<file path="src/rtl/drac_pkg.sv">
// Shared fetch-side types for the instruction cache line responder.
package drac_pkg;

    localparam int ICACHE_LINE_BYTES = 16;
    localparam int ICACHE_WORDS      = ICACHE_LINE_BYTES / 4;

    typedef logic [127:0] icache_line_t;
    typedef logic [35:0]  ic_tag_t;

    typedef struct packed {
        logic        valid;
        logic [39:0] vaddr;
        logic        invalidate_icache;
        logic        invalidate_buffer;
    } req_cpu_icache_t;

    typedef struct packed {
        logic        valid;
        logic [31:0] data;
        logic        instr_access_fault;
        logic        instr_page_fault;
    } resp_icache_cpu_t;

    typedef enum logic [1:0] {
        IC_IDLE        = 2'd0,
        IC_REFILL_REQ  = 2'd1,
        IC_REFILL_WAIT = 2'd2,
        IC_RESPOND     = 2'd3
    } icache_resp_state_t;

    // Select one 32-bit instruction word out of a cache line.
    function automatic logic [31:0] line_word(input icache_line_t line, input logic [1:0] idx);
        logic [31:0] word;
        case (idx)
            2'd0:    word = line[31:0];
            2'd1:    word = line[63:32];
            2'd2:    word = line[95:64];
            2'd3:    word = line[127:96];
            default: word = 32'd0;
        endcase
        return word;
    endfunction

endpackage

</file>
<file path="src/rtl/icache_fetch_fault_chk.sv">
// Combinational fetch fault classification: canonical-address and memory-range checks.
module icache_fetch_fault_chk
    import drac_pkg::*;
#(
    parameter logic [39:0] MEM_BASE = 40'h0080000000,
    parameter logic [39:0] MEM_SIZE = 40'h0010000000,
    parameter int          VA_BITS  = 39
) (
    input  logic [39:0] i_vaddr,
    output logic        o_page_fault,
    output logic        o_access_fault
);

    localparam int HI_W = 40 - (VA_BITS - 1);

    logic [HI_W-1:0] w_hi_bits;
    logic [40:0]     w_addr;
    logic [40:0]     w_lo_bound;
    logic [40:0]     w_hi_bound;

    // Upper bits must all match the sign bit; range bound is computed in 41 bits so it never wraps.
    always_comb begin
        w_hi_bits      = i_vaddr[39:VA_BITS-1];
        w_addr         = {1'b0, i_vaddr};
        w_lo_bound     = {1'b0, MEM_BASE};
        w_hi_bound     = {1'b0, MEM_BASE} + {1'b0, MEM_SIZE};
        o_page_fault   = (w_hi_bits != {HI_W{1'b0}}) && (w_hi_bits != {HI_W{1'b1}});
        o_access_fault = (w_addr < w_lo_bound) || (w_addr >= w_hi_bound);
    end

endmodule

</file>
<file path="src/rtl/icache_line_responder.sv">
// Single-line instruction buffer: answers fetch requests, refilling the line from L2 on a miss.
module icache_line_responder
    import drac_pkg::*;
#(
    parameter logic [39:0] MEM_BASE = 40'h0080000000,
    parameter logic [39:0] MEM_SIZE = 40'h0010000000,
    parameter int          VA_BITS  = 39
) (
    input  logic             clk_i,
    input  logic             rst_i,
    input  req_cpu_icache_t  req_cpu_icache_i,
    output resp_icache_cpu_t resp_icache_cpu_o,
    output logic             retry_fetch_o,
    output logic             l2_req_valid_o,
    output logic [39:0]      l2_req_addr_o,
    input  logic             l2_req_ready_i,
    input  logic             l2_resp_valid_i,
    input  logic [127:0]     l2_resp_data_i,
    input  logic             l2_resp_error_i
);

    icache_resp_state_t r_state;
    icache_line_t       r_line;
    ic_tag_t            r_tag;
    logic               r_line_valid;
    logic               r_discard;
    logic [39:0]        r_vaddr;
    logic               r_err;
    resp_icache_cpu_t   r_resp;
    logic               r_l2_req_valid;
    logic [39:0]        r_l2_req_addr;

    icache_resp_state_t w_state_n;
    icache_line_t       w_line_n;
    ic_tag_t            w_tag_n;
    logic               w_line_valid_n;
    logic               w_discard_n;
    logic [39:0]        w_vaddr_n;
    logic               w_err_n;
    resp_icache_cpu_t   w_resp_n;
    logic               w_l2_req_valid_n;
    logic [39:0]        w_l2_req_addr_n;

    logic               w_inv;
    logic               w_hit;
    logic               w_page_fault;
    logic               w_access_fault;

    icache_fetch_fault_chk #(
        .MEM_BASE (MEM_BASE),
        .MEM_SIZE (MEM_SIZE),
        .VA_BITS  (VA_BITS)
    ) u_fault_chk (
        .i_vaddr        (req_cpu_icache_i.vaddr),
        .o_page_fault   (w_page_fault),
        .o_access_fault (w_access_fault)
    );

    // A request is only taken in IDLE; anything offered elsewhere is dropped and must be replayed.
    assign retry_fetch_o     = !rst_i && req_cpu_icache_i.valid && (r_state != IC_IDLE);
    assign resp_icache_cpu_o = r_resp;
    assign l2_req_valid_o    = r_l2_req_valid;
    assign l2_req_addr_o     = r_l2_req_addr;

    // Next-state and next-output logic; an invalidate in the same cycle forces a miss.
    always_comb begin
        w_inv            = req_cpu_icache_i.invalidate_icache | req_cpu_icache_i.invalidate_buffer;
        w_hit            = r_line_valid && !w_inv && (r_tag == req_cpu_icache_i.vaddr[39:4]);
        w_state_n        = r_state;
        w_line_n         = r_line;
        w_tag_n          = r_tag;
        w_line_valid_n   = r_line_valid & ~w_inv;
        w_discard_n      = r_discard;
        w_vaddr_n        = r_vaddr;
        w_err_n          = r_err;
        w_resp_n         = '0;
        w_l2_req_valid_n = r_l2_req_valid;
        w_l2_req_addr_n  = r_l2_req_addr;

        case (r_state)
            IC_IDLE: begin
                if (req_cpu_icache_i.valid) begin
                    if (w_page_fault) begin
                        w_resp_n.valid            = 1'b1;
                        w_resp_n.instr_page_fault = 1'b1;
                    end else if (w_access_fault) begin
                        w_resp_n.valid              = 1'b1;
                        w_resp_n.instr_access_fault = 1'b1;
                    end else if (w_hit) begin
                        w_resp_n.valid = 1'b1;
                        w_resp_n.data  = line_word(r_line, req_cpu_icache_i.vaddr[3:2]);
                    end else begin
                        w_state_n        = IC_REFILL_REQ;
                        w_vaddr_n        = req_cpu_icache_i.vaddr;
                        w_l2_req_valid_n = 1'b1;
                        w_l2_req_addr_n  = {req_cpu_icache_i.vaddr[39:4], 4'b0000};
                        w_discard_n      = 1'b0;
                        w_err_n          = 1'b0;
                    end
                end else begin
                    w_state_n = IC_IDLE;
                end
            end
            IC_REFILL_REQ: begin
                if (w_inv) begin
                    w_discard_n = 1'b1;
                end else begin
                    w_discard_n = r_discard;
                end
                if (l2_req_ready_i) begin
                    w_state_n        = IC_REFILL_WAIT;
                    w_l2_req_valid_n = 1'b0;
                end else begin
                    w_state_n = IC_REFILL_REQ;
                end
            end
            IC_REFILL_WAIT: begin
                if (w_inv) begin
                    w_discard_n = 1'b1;
                end else begin
                    w_discard_n = r_discard;
                end
                if (l2_resp_valid_i) begin
                    // Data is always captured for the pending response; the line only becomes valid when clean.
                    w_line_n       = l2_resp_data_i;
                    w_tag_n        = r_vaddr[39:4];
                    w_err_n        = l2_resp_error_i;
                    w_line_valid_n = !l2_resp_error_i && !r_discard && !w_inv;
                    w_state_n      = IC_RESPOND;
                end else begin
                    w_state_n = IC_REFILL_WAIT;
                end
            end
            IC_RESPOND: begin
                w_resp_n.valid = 1'b1;
                if (r_err) begin
                    w_resp_n.instr_access_fault = 1'b1;
                end else begin
                    w_resp_n.data = line_word(r_line, r_vaddr[3:2]);
                end
                w_discard_n = 1'b0;
                w_state_n   = IC_IDLE;
            end
            default: begin
                w_state_n = IC_IDLE;
            end
        endcase
    end

    // State register and all registered outputs, with synchronous reset.
    always_ff @(posedge clk_i) begin
        if (rst_i) begin
            r_state        <= IC_IDLE;
            r_line         <= 128'd0;
            r_tag          <= 36'd0;
            r_line_valid   <= 1'b0;
            r_discard      <= 1'b0;
            r_vaddr        <= 40'd0;
            r_err          <= 1'b0;
            r_resp         <= '0;
            r_l2_req_valid <= 1'b0;
            r_l2_req_addr  <= 40'd0;
        end else begin
            r_state        <= w_state_n;
            r_line         <= w_line_n;
            r_tag          <= w_tag_n;
            r_line_valid   <= w_line_valid_n;
            r_discard      <= w_discard_n;
            r_vaddr        <= w_vaddr_n;
            r_err          <= w_err_n;
            r_resp         <= w_resp_n;
            r_l2_req_valid <= w_l2_req_valid_n;
            r_l2_req_addr  <= w_l2_req_addr_n;
        end
    end

endmodule

</file>
<file path="config.mk">
export PLATFORM = sky130hd
export DESIGN_NAME = icache_line_responder
export DESIGN_NICKNAME = d
export VERILOG_FILES = /design/src/rtl/drac_pkg.sv /design/src/rtl/icache_fetch_fault_chk.sv /design/src/rtl/icache_line_responder.sv
export SDC_FILE = /design/constraint.sdc
export NUM_CORES = 1
export LEC_CHECK = 0
export ABC_AREA = 1
export BUFFER_PORTS_ARGS = -buffer_cell sky130_fd_sc_hd__buf_2
export CAP_MARGIN = 20
export CORE_ASPECT_RATIO = 0.8
export CORE_MARGIN = 2
export CORE_UTILIZATION = 55
export CTS_BUF_LIST = sky130_fd_sc_hd__clkbuf_16
export DETAILED_ROUTE_END_ITERATION = 10
export PLACE_DENSITY_LB_ADDON = 0.05
export SYNTH_ARGS = -nofsm -noshare
export SYNTH_HDL_FRONTEND = slang
export SYNTH_SLANG_ARGS = --single-unit
</file>
<file path="constraint.sdc">
create_clock -name clk_i -period 1.99 [get_ports clk_i]
set_input_delay 0.398 -clock clk_i [delete_from_list [all_inputs] [get_ports clk_i]]
set_output_delay 0.398 -clock clk_i [all_outputs]
set_load 0.03 [all_outputs]
</file>
# [Word level (Yosys, flattened, before mapping)]
# Index checks and enable logic that the tools add are counted.
[word_totals] reg_bits=281 latch_bits=0 ram_bits=0 romBits=0 in_bits=176 elab_cells=107 mem_count=0
[classes] addsub=0 n_mul=0 div_mod_pow=0 n_lt_le_gt_ge=2 eq_ne=21 n_shift=0 n_mux=36 n_bitwise=8 n_reduce_logical=27
[ops] cell="32-bit one-hot mux with 4 select lines" count=2
[ops] cell="34-bit one-hot mux with 2 select lines" count=1
[ops] cell="33-bit two-way mux" count=2
[ops] cell="32-bit two-way mux" count=2
[ops] cell="40-bit by 32-bit greater-or-equal comparator with 1-bit output, second input constant" count=1
[ops] cell="40-bit by 32-bit less-than comparator with 1-bit output, second input constant" count=1
[ops] cell="36-bit equality test" count=1
[ops] cell="35-bit two-way mux" count=1
[ops] cell="1-bit two-way mux" count=19
[ops] cell="2-bit inequality test, second input constant" count=7
[ops] cell="2-bit equality test, second input constant" count=6
[ops] cell="6-bit AND reduction" count=2
[ops] cell="2-bit two-way mux" count=5
[ops] cell="5-bit AND reduction" count=2
[ops] cell="3-bit inequality test, second input constant" count=3
[ops] cell="2-bit one-hot mux with 4 select lines" count=1
[ops] cell="2-bit nonzero test" count=4
[ops] cell="1-bit logical AND" count=7
[ops] cell="2-bit by 1-bit equality test with 1-bit output, second input constant" count=3
[ops] cell="2-bit zero test" count=3
[ops] cell="1-bit inverter" count=6
[ops] cell="1-bit zero test" count=4
[ops] cell="1-bit one-hot mux with 2 select lines" count=2
[ops] cell="1-bit one-hot mux with 3 select lines" count=1
[ops] cell="other kinds (8)" count=8

# [Depth between registers and ports, before layout]
# Gate-level depths: netlist (run 1).
[depth] depth_word=9 depth_mapped=14 depth_no_buf=13

# [Hierarchy]
# A second synthesis (run 1) with hierarchy kept.
[hier_totals] cells_unflattened=1665 hier_area_um2=11717.5
[modules_own_cells] mod="icache_line_responder" instances=1 cells_each=1645 area_per_inst_um2=11632.4
[modules_own_cells] mod="icache_fetch_fault_chk" instances=1 cells_each=20 area_per_inst_um2=85.1

# [Least setup slack after synthesis (run 1)]
# Ideal clock, no wire load.
[synth_timing] path_type="register to output" start="reg r_state[0]" end="out retry_fetch_o" arrival_time_ns=1.524 t_required_ns=1.592 setup_slack_ns=0.068 stages_incl_launch_ff=7 n_path_buf=1 cell_sequence="dfxtp_1 inv_1 ha_1 inv_1 clkbuf_1 nand2_1 nor2_1"
[synth_between] elab_chain_len=2
[synth_rtl] item="start: declaration" line_no="icache_line_responder.sv:22" text="icache_resp_state_t r_state;"
[synth_rtl] item="start signal: assignment" line_no="icache_line_responder.sv:164" text="r_state <= w_state_n;"
[synth_rtl] item="2-bit nonzero test" line_no="icache_line_responder.sv:60" text="assign retry_fetch_o = !rst_i && req_cpu_icache_i.valid && (r_state != IC_IDLE);"
[synth_rtl] item="1-bit logical AND" line_no="icache_line_responder.sv:60"
[synth_rtl] item="end: declaration" line_no="icache_line_responder.sv:13" text="output logic retry_fetch_o,"
# No other way between the ends.

# [Worst setup path in the final report (run 1)]
[layout_timing] start="reg r_tag[7]" end="reg r_resp (netlist bit resp_icache_cpu_o[10])"
[layout_between] elab_chain_len=7
[layout_rtl] item="start: declaration" line_no="icache_line_responder.sv:24" text="ic_tag_t r_tag;"
[layout_rtl] item="start signal: assignment" line_no="icache_line_responder.sv:166" text="r_tag <= w_tag_n;"
[layout_rtl] item="36-bit equality test" line_no="icache_line_responder.sv:68" text="w_hit = r_line_valid && !w_inv && (r_tag == req_cpu_icache_i.vaddr[39:4]);"
[layout_rtl] item="1-bit logical AND" line_no="icache_line_responder.sv:68"
[layout_rtl] item="33-bit two-way mux" line_no="icache_line_responder.sv:89" text="end else if (w_hit) begin"
[layout_rtl] item="32-bit two-way mux" line_no="icache_line_responder.sv:86" text="end else if (w_access_fault) begin"
[layout_rtl] item="33-bit two-way mux" line_no="icache_line_responder.sv:83" text="if (w_page_fault) begin"
[layout_rtl] item="35-bit two-way mux" line_no="icache_line_responder.sv:82" text="if (req_cpu_icache_i.valid) begin"
[layout_rtl] item="34-bit one-hot mux with 2 select lines" line_no="icache_line_responder.sv:80" text="case (r_state)"
[layout_rtl] item="end signal: assignment" line_no="icache_line_responder.sv:171" text="r_resp <= w_resp_n;"
[layout_rtl] item="end: declaration" line_no="icache_line_responder.sv:29" text="resp_icache_cpu_t r_resp;"
# No other way between the ends.
# A chain may end at the register's enable or synchronous reset.

==> flow_summary_export.csv, run 1 <==
group,metric,value,unit
outcome,status,"finished with violations",
outcome,failed_checks,"setup timing",
timing,fin_worst_skew,20.12,ps
floorplan,chipHeight,132.3,um
power,p_leak,6.171,nW
detailed_routing,vias_per_cell,5.455,
detailed_routing,ant_nets,0,
synth,synth_seq_cells,243,
layout,syn_to_final_growth,22.00,%
floorplan,die_width,164.3,um
timing,worst_pin_slew,565.5,ps
floorplan,initial_core_util,0.5663,
power,ir_worst_vdd,638.0,uV
synth,synth_edf_count,0,
layout,drive_above_1_share,0.2390,
synth,synth_area_per_cell,7.016,um2
timing,relSlewSlack,0.6230,
critical_path,crit_path_end_kind,"flip-flop",
critical_path,required,2430,ps
critical_path,worst-path-max-fanout,6,
critical_path,start_kind,"flip-flop",
place,hpwl,22.97,mm
critical_path,reg2reg_depth,13,
clock_tree,numCtsBuffers,25,
detailed_routing,wl,33.89,mm
critical_path,crit_type,"flip-flop to flip-flop",
synth,ys.flop_type,"dfxtp_1",
global_routing,grt_pass1_wl,52.13,mm
layout,layout_commonest_cell,"nand2_1",
global_routing,overflow,0,
floorplan,die_area,21730,um2
timing,setup_viol,1,
layout,fillers,1773,
clock_tree,cts_sinks,243,
clock_tree,h-tree-depth,1,
clock_tree,clockBufferDepth,3,
detailed_routing,wire_per_inst,16.21,um
synth,yosysWarnings,0,
layout,fin_nets,1990,
place,gp_congestion,0.9295,
hold_path,min_from,"l2_resp_data_i[29]",
critical_path,reg2reg_to,"resp_icache_cpu_o[10]",
timing,drv_slew,0,
global_routing,grt_usage,0.2971,
timing,max_freq,0.4914,GHz
timing,worst_slack,-45.03,ps
critical_path,worstPathArrival,2470,ps
timing,period_needed,2035,ps
detailed_routing,dr.first_iter.drc_count,917,
place,pre_cts_ws,-107.9,ps
layout,layout_common_cells,"nand2_1 (249), buf_2 (245), dfxtp_1 (226), o21ai_0 (200), nor2_1 (198)",
floorplan,ioPinCount,253,
hold_path,min_to,"r_line[29]",
global_routing,grt_pass1_vias,10340,
detailed_routing,detail_route.first_pass.iterations,5,
floorplan,rows,46,
timing,min_period_over_period,1.023,
synth,synthArstFlopShare,0,
global_routing,antenna_found_initial,3,
synth,yosysSeqAreaShare,0.4301,
clock_tree,cts_tree,"built",
hold_path,hold_depth,3,
power,cellPowerDensity,767.7,nW/um2
clock_tree,insertion_delay,530,ps
flow_run,max_cap_viol_count,0,
hold_path,hold_path.class,"primary input to flip-flop",
floorplan,core,19970,um2
synth,syn_area,11310,um2
critical_path,r2r-start,"r_tag[7]",
critical_path,ff2ff_setup_slack,-50,ps
clock_tree,clkTransAtPathRegs,60,ps
clock_tree,cts-root-buf,"clkbuf_16",
global_routing,grt_max_degree,78,
timing,rsz0062_at_grt,"true",
place,io_buffers,246,
timing,fin_hold_ws,120.1,ps
synth,synth_cell_types,32,
synth,netlist_instances,1612,
timing,hold_viol,0,
detailed_routing,drc_errors,0,
detailed_routing,dr_total_vias,11410,
[synth_stat cells, types with 2 or more instances]
library cell | number | area (um2)
nand2_1 | 272 | 1021
dfxtp_1 | 243 | 4865
nor2_1 | 206 | 773.2
o21ai_0 | 200 | 1001
inv_1 | 181 | 679.4
a21oi_1 | 161 | 805.8
clkbuf_1 | 80 | 300.3
buf_4 | 42 | 315.3
nor3_1 | 33 | 165.2
o221ai_1 | 33 | 289.0
o211ai_1 | 32 | 240.2
o22ai_1 | 31 | 193.9
nand3_1 | 19 | 95.09
buf_1 | 15 | 56.30
nand2_2 | 12 | 75.07
nand4_1 | 12 | 75.07
a21oi_2 | 10 | 87.58
ha_1 | 6 | 75.07
buf_2 | 4 | 20.02
nand3b_1 | 3 | 22.52
xnor2_1 | 3 | 26.28
xor2_1 | 3 | 26.28
buf_6 | 2 | 22.52
[per-stage QoR]
stage	TNS (ps)	std cells	cell area, um2	total power [W]	utilization
3_5_place_dp	-4229	2039	12800	0.006362	0.6409
5_1_grt	-489.5	2091	13800	0.01099	0.6909
3_3_place_gp	-2089	2039	12800	0.006334	0.6409
6_report	-45.03	2091	13800	0.01059	0.6909
2_1_floorplan	0	1615	11320	0.005867	-
4_1_cts	0	2083	13540	0.01059	0.6780
[routing by layer]
metal / routed length [um] / share of wire / vias up / global-route usage
met5: 0 / 0 / - / 0
met4: 663 / 0.020 / 0 / 0.07554
li1: - / - / 5632 / -
met2: 14970 / 0.44 / 519 / 0.4647
met1: 14910 / 0.44 / 5202 / 0.4268
met3: 3340 / 0.099 / 53 / 0.04781
[final cells by class]
type                    count  area [um2]  share of cell area
inverters                 182       685.7             0.04969
repair buffers            310        1936              0.1403
multi-input cells        1046        5223              0.3785
clock buffers              25       625.6             0.04534
clock inverters            18       102.6            0.007436
diodes                      3       7.507           0.0005441
well taps                 264       330.3             0.02394
flip-flops and latches    243        4888              0.3543
[timing repair]
| item | 4_1_cts | 5_1_grt |
|---|---|---|
| setup buffers | 1 | 3 |
| hold endpoints to repair | 0 | 0 |
| gates resized for setup | 4 | 69 |
| cloned | 0 | 2 |
| pin swaps | 0 | 24 |
| hold buffers | 0 | 0 |
| endpoints found under the setup margin | 1 | 68 |
[registers in the layout (all words and copies together) (netlist names), named ones only]
register and cells:
r_tag 36, r_vaddr 38, r_line 128, l2_req_valid_o 1, r_state 1, r_discard 1
r_err 1, resp_icache_cpu_o 35, r_line_valid 1
[worst max-delay path by stage]
stage	from	endpoint	cells after the start
2_1_floorplan	r_state[0]	retry_fetch_o	6
3_3_place_gp	req_cpu_icache_i[25]	r_vaddr[2]	12
3_5_place_dp	req_cpu_icache_i[41]	resp_icache_cpu_o[24]	10
4_1_cts	r_state[0]	retry_fetch_o	6
5_1_grt	r_tag[7]	resp_icache_cpu_o[10]	13
6_report	r_tag[7]	resp_icache_cpu_o[10]	13
[critical path, cell delays in order (launching register included)]
cell       delay (ps)
dfxtp_2           340
inv_2              50
nand2_2           100
nand2_1            60
nor2_1            100
nand2_1           100
nor2_1            110
nand3_1           140
nor2_2            150
nand2_2           100
nor2_8            270
clkbuf_16         210
nand2_1            70
a21oi_1           150
[logic make-up (layout without fill, tap and decap cells)]
logic type / Yosys count / after routing / synth area share
flip-flops: 243 / 243 / 0.4301
adder cells (fa/ha/maj): 6 / 6 / 0.006638
AO/OA/AOI/OAI: 468 / 468 / 0.2321
buffers and inverters: 326 / 535 / 0.1249
other: 1 / 7 / 0.0003316
XOR/XNOR: 6 / 6 / 0.004647
AND/OR/NAND/NOR: 561 / 561 / 0.2004
multiplexers: 1 / 1 / 0.0008851
[power breakdown]
group / internal [W] / total (W) / switching, W
Clock: 0.00239 / 0.00428 / 0.00189
Combinational: 0.000439 / 0.00121 / 0.000767
Sequential: 0.00503 / 0.00511 / 0.0000833
Note: power is estimated with default switching activity, not from simulation.
==> run 2, diff against run 1 <==
--- a/config.mk
+++ b/config.mk
@@ -13,6 +13,7 @@
 export CORE_UTILIZATION = 55
 export CTS_BUF_LIST = sky130_fd_sc_hd__clkbuf_16
 export DETAILED_ROUTE_END_ITERATION = 10
+export GPL_TIMING_DRIVEN = 0
 export PLACE_DENSITY_LB_ADDON = 0.05
 export SYNTH_ARGS = -nofsm -noshare
 export SYNTH_HDL_FRONTEND = slang
==> constraint.sdc (replaced) <==
create_clock -name clk_i -period 1.99 [get_ports clk_i]
set_input_delay 0.398 -clock clk_i [delete_from_list [all_inputs] [get_ports clk_i]]
set_output_delay 0.398 -clock clk_i [all_outputs]
set_load 0.05 [all_outputs]
==> run 2 against run 1 <==
  * Largest power group unchanged
  * First-iteration DRC count up 46%
  * Non-clock buffer count up 91
  * The flow still finishes with violations (setup timing)
  * Worst setup slack better by 20 ps
  * Via count up 7.8%
  * Global-route usage up 4.6 points
  * Critical path depth up 1
  * Highest routed layer unchanged
  * Total power up 3.1%
==> flow_summary_export.csv, run 2 (synthesized netlist as in run 1, its figures left out) <==
group,metric,value,unit
timing,fin_hold_ws,108.5,ps
timing,worst_pin_slew,892.6,ps
power,ir_worst_vdd,666.0,uV
place,gp_congestion,0.9651,
layout,multi_input_area,5249,um2
critical_path,crit_path_end_kind,"flip-flop",
global_routing,grt_usage,0.3431,
power,p_leak,6.381,nW
timing,worst_slack,-25.52,ps
detailed_routing,vias_per_cell,5.626,
detailed_routing,wl,39.06,mm
power,p_switching,0.002927,W
layout,regArea,4882,um2
detailed_routing,wire_per_inst,17.87,um
layout,fillers,1750,
layout,utilization,0.7063,
power,p_int,0.007992,W
critical_path,worstPathArrival,2460,ps
timing,rsz0062_at_grt,"true",
clock_tree,insertion_delay,540,ps
critical_path,cp_cell_sequence,"inv_1 > nand2_1 > nand2_1 > nor2_2 > nand2_1 > nor2_2 > nand3_2 > nor2_4 > nand2_4 > nor2_8 > buf_12 > clkbuf_16 > nand2_2 > a21oi_2",
layout,layout_commonest_cell,"nand2_1",
power,swShare,0.2681,
detailed_routing,ant_nets,0,
global_routing,grt_max_degree,15,
layout,largest_reg_flops,128,
clock_tree,cts_tree,"built",
layout,layout_common_cells,"nand2_1 (251), buf_2 (247), dfxtp_1 (233), nor2_1 (201), o21ai_0 (200)",
power,pwr-share-clk,0.413,
detailed_routing,dr.first_iter.drc_count,1341,
critical_path,crit_type,"flip-flop to flip-flop",
critical_path,worst-path-max-fanout,6,
floorplan,rows,46,
critical_path,critical_path_buf_inv_count,3,
critical_path,crit_family,"simple AND/OR/NAND/NOR gates",
timing,relSlewSlack,0.4050,
clock_tree,h-tree-depth,1,
clock_tree,clockBufferDepth,3,
power,combPwrFrac,0.119,
layout,drive_above_1_share,0.2362,
global_routing,grt_pass1_wl,58.76,mm
layout,top_register,"r_line",
floorplan,chipHeight,132.3,um
layout,largestRegisters,"r_line x128, r_vaddr x38, r_tag x36",
critical_path,cp_slowest_cell,"dfxtp_2",
outcome,status,"finished with violations",
clock_tree,clkTransAtPathRegs,70,ps
critical_path,cpPeakStageDelay,340,ps
timing,fin_worst_skew,31.46,ps
floorplan,core,19970,um2
detailed_routing,dr_total_vias,12300,
clock_tree,cts_sinks,243,
place,hpwl,27.74,mm
clock_tree,numCtsBuffers,25,
detailed_routing,drc_errors,0,
power,total_power,0.01092,W
layout,fin_nets,2081,
clock_tree,cts-root-buf,"clkbuf_16",
timing,hold_viol,0,
global_routing,grt_pass1_vias,11180,
power,cellPowerDensity,774.0,nW/um2
timing,drv_slew,0,
outcome,failed_checks,"setup timing",
timing,setup_viol,5,
timing,max_freq,0.4962,GHz
clock_tree,hold_buffers,0,
floorplan,ioPinCount,253,
critical_path,required,2430,ps
critical_path,crit_top_cell,"nand2_1",
floorplan,die_area,21730,um2
global_routing,antenna_found_initial,4,
flow_run,max_cap_viol_count,0,
floorplan,initial_core_util,0.5663,
layout,syn_to_final_growth,24.73,%
timing,min_period_over_period,1.013,
place,io_buffers,246,
detailed_routing,detail_route.first_pass.iterations,5,
floorplan,die_width,164.3,um
global_routing,overflow,0,
power,pwr-share-seq,0.468,
critical_path,start_kind,"flip-flop",
hold_path,hold_path.class,"primary input to flip-flop",
timing,period_needed,2016,ps
==> run 2: cell types whose count changed in the layout (fill, tap and decap cells not counted), sizes merged <==
cell	previous run	this run
buf	308	321
clkbuf	27	105
diode	3	4
inv	190	191
clkinvlp	0	2
clkinv	9	8
bufinv	1	2
==> run 2: final timing paths <==
check,cells past startpoint,startpoint,end,slack [ps]
max,14,r_tag[15],resp_icache_cpu_o[6],-30
min,3,l2_resp_data_i[61],r_line[61],110
max reg2reg,14,r_tag[15],resp_icache_cpu_o[6],-30
min reg2reg,2,r_vaddr[30],r_vaddr[30],460
==> run 2: worst reg2reg max path: cells and delay by family, from the launching register on <==
kind                   cells  cell delay [ps]
DFF                        1              340
buffers and inverters      3              370
and+or+nand+nor           10             1060
AOI/OAI and AO/OA          1              140
==> run 2: metrics by stage <==
step	setup TNS (ps)	std cells	setup slack (ps)	area [um2]
global route	-534.5	2186	-69.60	14110
finish	-52.10	2186	-25.52	14110
floorplan	0	1615	29.99	11320
CTS	-135.1	2172	-135.1	13730
global placement	-54330	2125	-430.9	12880
detailed placement	-62590	2125	-463.4	12880
==> run 2: area by class of cell <==
type / count / share of cell area
Clock buffer: 25 / 0.04435
Timing Repair Buffer: 257 / 0.09695
Buffer: 144 / 0.05695
Clock inverter: 21 / 0.01047
Multi-Input combinational cell: 1046 / 0.3721
Inverter: 182 / 0.04896
Sequential cell: 243 / 0.3461
Antenna cell: 4 / 0.0007096
Tap cell: 264 / 0.02342
==> run 2: routing by layer <==
metal  track usage  wire length, um
met1        0.4992            17200
met2        0.5116            16470
met3       0.06291             4090
met4        0.1126             1307
met5             0                0
==> run 2: power groups by stage <==
| stage | clock network [W] | registers, W | logic [W] |
|---|---|---|---|
| after floorplan | 0 | 0.00522 | 0.000667 |
| after detailed placement | 0 | 0.00521 | 0.00117 |
| final | 0.00451 | 0.00511 | 0.00130 |
| after CTS | 0.00453 | 0.00511 | 0.00120 |
| after global placement | 0 | 0.00521 | 0.00115 |
| after global routing | 0.00471 | 0.00513 | 0.00142 |
==> run 2: timing repair <==
item	in CTS	in global routing
buffers inserted	1	8
gates cloned	0	2
gates resized for setup	28	108
endpoints found under the setup margin	196	168
pin swaps	0	20
